## config.mk

```make
export PLATFORM = sky130hd
export DESIGN_NAME = pipeline_stall_ctrl
export DESIGN_NICKNAME = d
export VERILOG_FILES = /design/src/rtl/pipeline_stall_ctrl.sv
export SDC_FILE = /design/constraint.sdc
export NUM_CORES = 1
export LEC_CHECK = 0
export CELL_PAD_IN_SITES_DETAIL_PLACEMENT = 0
export CELL_PAD_IN_SITES_GLOBAL_PLACEMENT = 2
export CORE_MARGIN = 1
export CORE_UTILIZATION = 26
export DETAILED_ROUTE_END_ITERATION = 10
export PLACE_DENSITY_LB_ADDON = 0.1
export SETUP_SLACK_MARGIN = 0.2
export SLEW_MARGIN = 20
export SYNTH_ARGS = -nofsm -noshare
export SYNTH_HDL_FRONTEND = slang
export SYNTH_SLANG_ARGS = --single-unit
```

## constraint.sdc

```tcl
create_clock -name clk -period 1.95 [get_ports clk]
set_clock_uncertainty 0.2 [all_clocks]
set_input_delay 0.39 -clock clk [delete_from_list [all_inputs] [get_ports clk]]
set_output_delay 0.39 -clock clk [all_outputs]
set_load 0.05 [all_outputs]
```

## src/rtl/pipeline_stall_ctrl.sv

```systemverilog
// pipeline_stall_ctrl
//   Central stall/flush sequencer for the 5-stage RISC-V pipeline. It arbitrates
//   three hazard sources (in priority order):
//     1. data-memory freeze: the MEM stage is waiting on mem_ready. The whole
//        pipe holds and a bubble goes into MEM/WB.
//     2. taken branch/jump in EX: IF/ID and ID/EX are flushed and the PC
//        redirects.
//     3. load-use in ID: PC and IF/ID hold for one cycle and ID/EX gets a bubble.
//   All pipeline control outputs are combinational from state and inputs.
//   A small FSM (RUN / MEM_WAIT / ERROR) tracks outstanding memory waits and
//   enforces a timeout. Two saturating performance counters are kept.
//
// Parameters
//   MEM_TIMEOUT  max consecutive MEM_WAIT cycles before ERROR (0 = no timeout)
//   CNT_W        width of the performance counters
//
// Ports
//   clk, rst                      clock, async active-high reset
//   id_rs1/id_rs2, id_uses_rs*    ID-stage source registers and their use flags
//   ex_rd, ex_mem_read            EX destination register and load flag
//   ex_branch_taken               EX branch/jump resolved taken
//   mem_req, mem_ready            MEM-stage data-memory handshake
//   pc_write, if_id_write,
//   id_ex_write, ex_mem_write     register enables
//   if_id_flush, id_ex_flush      NOP/bubble insertion
//   mem_wb_bubble                 suppress writeback in MEM/WB
//   mem_err                       sticky memory-timeout error
//   stall_cnt, flush_cnt          saturating performance counters
module pipeline_stall_ctrl #(
  parameter int MEM_TIMEOUT = 16,
  parameter int CNT_W       = 16
) (
  input  logic             clk,
  input  logic             rst,
  input  logic [4:0]       id_rs1,
  input  logic [4:0]       id_rs2,
  input  logic             id_uses_rs1,
  input  logic             id_uses_rs2,
  input  logic [4:0]       ex_rd,
  input  logic             ex_mem_read,
  input  logic             ex_branch_taken,
  input  logic             mem_req,
  input  logic             mem_ready,
  output logic             pc_write,
  output logic             if_id_write,
  output logic             if_id_flush,
  output logic             id_ex_flush,
  output logic             id_ex_write,
  output logic             ex_mem_write,
  output logic             mem_wb_bubble,
  output logic             mem_err,
  output logic [CNT_W-1:0] stall_cnt,
  output logic [CNT_W-1:0] flush_cnt
);

  typedef enum logic [1:0] {
    RUN      = 2'd0,
    MEM_WAIT = 2'd1,
    ERROR    = 2'd2
  } state_t;

  // Wide enough to hold MEM_TIMEOUT itself; with the timeout disabled the
  // counter simply saturates.
  localparam int              WAIT_W = $clog2(MEM_TIMEOUT + 2);
  localparam logic [WAIT_W-1:0] TO_VAL = WAIT_W'(MEM_TIMEOUT);
  localparam bit              TO_EN  = (MEM_TIMEOUT != 0);

  state_t            state, state_nxt;
  logic [WAIT_W-1:0] wait_cnt, wait_nxt;

  logic load_use;
  logic freeze;
  logic branch_fire;
  logic lu_stall;

  // ---------------------------------------------------------------------------
  // Hazard detection
  // ---------------------------------------------------------------------------
  // x0 never carries a real dependency, and a source the ID op does not read
  // cannot create one.
  always_comb begin
    load_use = 1'b0;
    if (ex_mem_read && (ex_rd != 5'd0)) begin
      load_use = (id_uses_rs1 && (ex_rd == id_rs1)) ||
                 (id_uses_rs2 && (ex_rd == id_rs2));
    end
  end

  // In RUN the freeze starts on the very cycle the access misses, not one
  // cycle later, so the pipe never advances past an incomplete access.
  // ERROR behaves as a permanent freeze.
  always_comb begin
    freeze = 1'b0;
    case (state)
      RUN:      freeze = mem_req && !mem_ready;
      MEM_WAIT: freeze = !mem_ready;
      ERROR:    freeze = 1'b1;
      default:  freeze = 1'b0;
    endcase
  end

  // A taken branch squashes the dependent ID instruction, so it wins over
  // load-use. Neither applies while frozen: EX is not advancing.
  assign branch_fire = !freeze && ex_branch_taken;
  assign lu_stall    = !freeze && !ex_branch_taken && load_use;

  // ---------------------------------------------------------------------------
  // Pipeline control outputs
  // ---------------------------------------------------------------------------
  always_comb begin
    pc_write      = 1'b1;
    if_id_write   = 1'b1;
    if_id_flush   = 1'b0;
    id_ex_flush   = 1'b0;
    id_ex_write   = 1'b1;
    ex_mem_write  = 1'b1;
    mem_wb_bubble = 1'b0;
    if (rst) begin
      // Hold every register while in reset and insert no bubbles.
      pc_write     = 1'b0;
      if_id_write  = 1'b0;
      id_ex_write  = 1'b0;
      ex_mem_write = 1'b0;
    end else if (freeze) begin
      pc_write      = 1'b0;
      if_id_write   = 1'b0;
      id_ex_write   = 1'b0;
      ex_mem_write  = 1'b0;
      mem_wb_bubble = 1'b1;
    end else if (branch_fire) begin
      if_id_flush = 1'b1;
      id_ex_flush = 1'b1;
    end else if (lu_stall) begin
      pc_write    = 1'b0;
      if_id_write = 1'b0;
      id_ex_flush = 1'b1;
    end
  end

  assign mem_err = (state == ERROR);

  // ---------------------------------------------------------------------------
  // Memory-wait FSM
  // ---------------------------------------------------------------------------
  always_ff @(posedge clk or posedge rst) begin
    if (rst) begin
      state    <= RUN;
      wait_cnt <= '0;
    end else begin
      state    <= state_nxt;
      wait_cnt <= wait_nxt;
    end
  end

  // wait_cnt counts freeze cycles spent in MEM_WAIT. It is 1 on the first
  // MEM_WAIT cycle, so timing out at wait_cnt==MEM_TIMEOUT yields exactly
  // MEM_TIMEOUT MEM_WAIT cycles, following the RUN entry cycle.
  always_comb begin
    state_nxt = state;
    wait_nxt  = wait_cnt;
    case (state)
      RUN: begin
        if (mem_req && !mem_ready) begin
          state_nxt = MEM_WAIT;
          wait_nxt  = WAIT_W'(1);
        end
      end
      MEM_WAIT: begin
        // mem_req is intentionally ignored here; the access is already issued.
        if (mem_ready) begin
          state_nxt = RUN;
          wait_nxt  = '0;
        end else if (TO_EN && (wait_cnt == TO_VAL)) begin
          state_nxt = ERROR;
          wait_nxt  = '0;
        end else if (wait_cnt != '1) begin
          wait_nxt = wait_cnt + WAIT_W'(1);
        end
      end
      ERROR: begin
        state_nxt = ERROR;
      end
      default: begin
        state_nxt = RUN;
        wait_nxt  = '0;
      end
    endcase
  end

  // ---------------------------------------------------------------------------
  // Saturating performance counters
  // ---------------------------------------------------------------------------
  logic stall_inc;
  logic flush_inc;

  assign stall_inc = freeze || lu_stall;
  assign flush_inc = branch_fire;

  always_ff @(posedge clk or posedge rst) begin
    if (rst) begin
      stall_cnt <= '0;
      flush_cnt <= '0;
    end else begin
      if (stall_inc && (stall_cnt != '1)) stall_cnt <= stall_cnt + CNT_W'(1);
      if (flush_inc && (flush_cnt != '1)) flush_cnt <= flush_cnt + CNT_W'(1);
    end
  end

endmodule

```

==> impl_metrics.csv <==
group,metric,value,unit
outcome,status,"finished with violations",
outcome,violations,"negative setup slack",
setup_path,path_class,"primary input to output pin",
floorplan,die_h,92.3,um
power,leakage,0.00173,uW
cells_and_area,diodes,0,
setup_path,startpoint_type,"primary input",
placed_design,io_buffers,62,
timing,period_share,127,%
cells_and_area,fill_cells,724,
cts,htree_num_levels,2,
timing,rsz0062_at_grt,"yes",
setup_path,cp_slowest_cell,"or2b_4",
placed_design,dp_hpwl,4280,um
detailed_routing,drcViolationCount,0,
setup_path,crit_buf_inv,5,
synthesis,synth_edf_count,0,
cells_and_area,regArea,0.00100,mm^2
cells_and_area,drive_above_1_share,62.4,%
power,p_per_area,999,mW/mm^2
detailed_routing,first_iter_violations,32,
synthesis,async_flop_share,100,%
cells_and_area,postLayoutCoreUtil,52.1,%
timing,slew_headroom,75.7,%
synthesis,ys.flop_type,"dfrtp_1",
cells_and_area,nets,373,
detailed_routing,vias_per_cell,4.52,
detailed_routing,wl,5990,um
synthesis,synth_top_area_share,46.0,%
grt,grt_usage,14.6,%
floorplan,ios,63,
timing,finalHoldViolations,0,
synthesis,ys_types,38,
setup_path,cp_max_fo,2,
detailed_routing,drtPass1Iterations,4,
job,cap_violations,0,
min_path,hp-class,"flop to flop",
setup_path,crit_required,1.36,ns
placed_design,globalplace.congestion,0.730,
synthesis,ys_top_cells_by_area,"dfrtp_1, xnor2_1, xor2_1",
power,power,4070,uW
detailed_routing,post_drt_wl_per_cell,13.4,um
setup_path,cp_top_family,"buffers and inverters",
setup_path,max_stage_delay,0.31,ns
cts,ctsRootBufferMaster,"clkbuf_8",
cts,clock-sinks,39,
timing,post-route-min-period,2.48,ns
synthesis,yosysMostFrequentCell,"dfrtp_1",
cts,cts_made_buffers,5,
cts,clkTransAtPathRegs,0.08,ns
timing,worstMarginPinSlew,0.364,ns
timing,setup_viol,25,
cts,clock_latency,0.29,ns
synthesis,yosysWarnings,0,
cts,cts_hold_buf,0,
synthesis,synth.avg_cell_area,9.91,um^2
synthesis,syn_nets,242,
timing,fmax,0.404,GHz
cts,clockBufferDepth,2,
floorplan,die_x,92.3,um
synthesis,synth_area,0.00212,mm^2
synthesis,yosysSeqAreaShare,46.0,%
timing,finalSetupTns,-8.96,ns
grt,grt_overflow,0,
floorplan,fp.coreArea,0.00781,mm^2
power,irDropWorstVdd,758,uV
min_path,min_delay_path_depth,1,
synthesis,synth-seq-cells,39,
cells_and_area,syn_to_final_growth,91.9,%
floorplan,initial_core_util,27.2,%
floorplan,die-area,0.00852,mm^2
detailed_routing,drtAntennaViolNets,0,
setup_path,cpMostUsedCell,"buf_6",
floorplan,rows,32,
cells_and_area,multi_input_area,0.00155,mm^2
synthesis,synthTopCellsByCount,"dfrtp_1, xnor2_1, nand2_1",
synthesis,synth_cells,214,
synthesis,yosysTopAreaCell,"dfrtp_1",
timing,drv_slew,0,
setup_path,path_cells,"buf_8 > buf_6 > xnor2_2 > nand4_1 > o22ai_2 > or2b_4 > buf_6 > buf_6 > a21boi_4 > buf_12",
detailed_routing,vias,2026,
setup_path,critical_path.endpoint_type,"output pin",
grt,grt_pass1_wl,9800,um
timing,fin_ws,-0.526,ns
grt,grt_pass1_vias,2015,
cts,cts_tree,"done",
setup_path,arrival,1.89,ns
grt,antenna_found_initial,0,
setup_path,worst-r2r-cell-count,9,
setup_path,crit_cells,10,
grt,grt_max_degree,32,
what timing repair did:
item / 4_1_cts / 5_1_grt
pin swaps: 33 / 25
gates resized for setup: 98 / 37
gates cloned: 0 / 1
setup endpoints to repair: 44 / 45
setup buffers: 22 / 3
path summary, 6_finish.rpt:
path,startpoint,end,slack [ns]
setup / recovery,ex_rd[4],id_ex_flush,-0.53
hold / removal,flush_cnt[11]$_DFFE_PP0P_,flush_cnt[11]$_DFFE_PP0P_,0.28
setup reg to reg,state[1]$_DFFE_PP0P_,stall_cnt[9]$_DFFE_PP0P_,-0.12
hold reg to reg,flush_cnt[11]$_DFFE_PP0P_,flush_cnt[11]$_DFFE_PP0P_,0.28
max in group asynchronous,rst,flush_cnt[4]$_DFFE_PP0P_,0.76
min in group asynchronous,rst,stall_cnt[9]$_DFFE_PP0P_,0.59
power by group:
group,internal [uW],switching [uW]
registers,1020,250
logic,874,1300
clock network,322,294
through the flow:
step	area [um^2]	std cells	hold slack [ns]	setup WS [ns]
after CTS	3860	444	0.289	-0.523
after global routing	4070	448	0.306	-0.567
after global placement	3480	414	0.271	-0.831
after floorplan	2450	214	0.281	-0.573
final	4070	448	0.281	-0.526
after detailed placement	3480	414	0.278	-0.814
state kept, by name (all words and copies together), names as in the netlist:
register   flops
flush_cnt     16
stall_cnt     16
state          2
wait_cnt       5
cell usage in the layout (no fill, tap or decap), types with 2 or more instances in the layout:
cell type	Yosys	layout
clkdlybuf4s15_1	0	3
nor2_4	0	12
clkbuf_8	0	7
o21ai_2	0	2
ha_2	0	2
ha_4	0	3
nand3_1	15	11
nor2_1	17	7
o21ai_4	0	2
mux2_4	0	2
xnor2_1	24	18
and3_4	0	2
buf_4	2	66
xor2_1	15	15
o21ai_0	5	3
nand3_4	0	2
xnor2_2	1	7
nand2b_4	0	2
dlygate4sd2_1	0	5
buf_12	0	11
nor3_4	0	6
and3_1	4	2
inv_1	9	7
nor4_4	0	2
nand2_1	23	22
dfrtp_2	0	21
dfrtp_1	39	18
a21oi_1	5	2
a21oi_4	0	3
nor3_2	3	3
buf_6	0	31
buf_2	1	7
nand4_1	9	9
nand3_2	1	3
kinds of logic after synthesis:
kind of cell,share of synthesized area [%]
buf+inv,3.24
mux,1.53
compound gates,6.78
flops,46.0
simple gates,22.6
xor+xnor,16.9
fa+ha+maj,2.95
per-layer routing:
layer / up-vias / wire (um) / track usage (%)
li1: 1003 / - / -
met2: 34 / 3140 / 25.4
met1: 982 / 2600 / 17.9
met3: 7 / 183 / 3.69
met5: - / 0 / 0
met4: 0 / 66 / 3.39
worst reg2reg max path, cell delays in order, from the launching register on:
cell,delay [ns]
dfrtp_1,0.43
nor2_4,0.13
o21ai_4,0.08
nand2_4,0.12
buf_4,0.15
a21oi_4,0.04
a31o_4,0.26
buf_12,0.15
nor4_4,0.26
xor2_1,0.17
final cells by class:
type	instances	area share (%)
sequential	39	24.6
tap	102	3.14
inverter	9	0.892
multi-input combinational	162	38.1
timing repair buffer	128	30.7
clock buffer	7	2.37
clock inverter	1	0.185
Note: power is estimated with default switching activity, not from simulation.
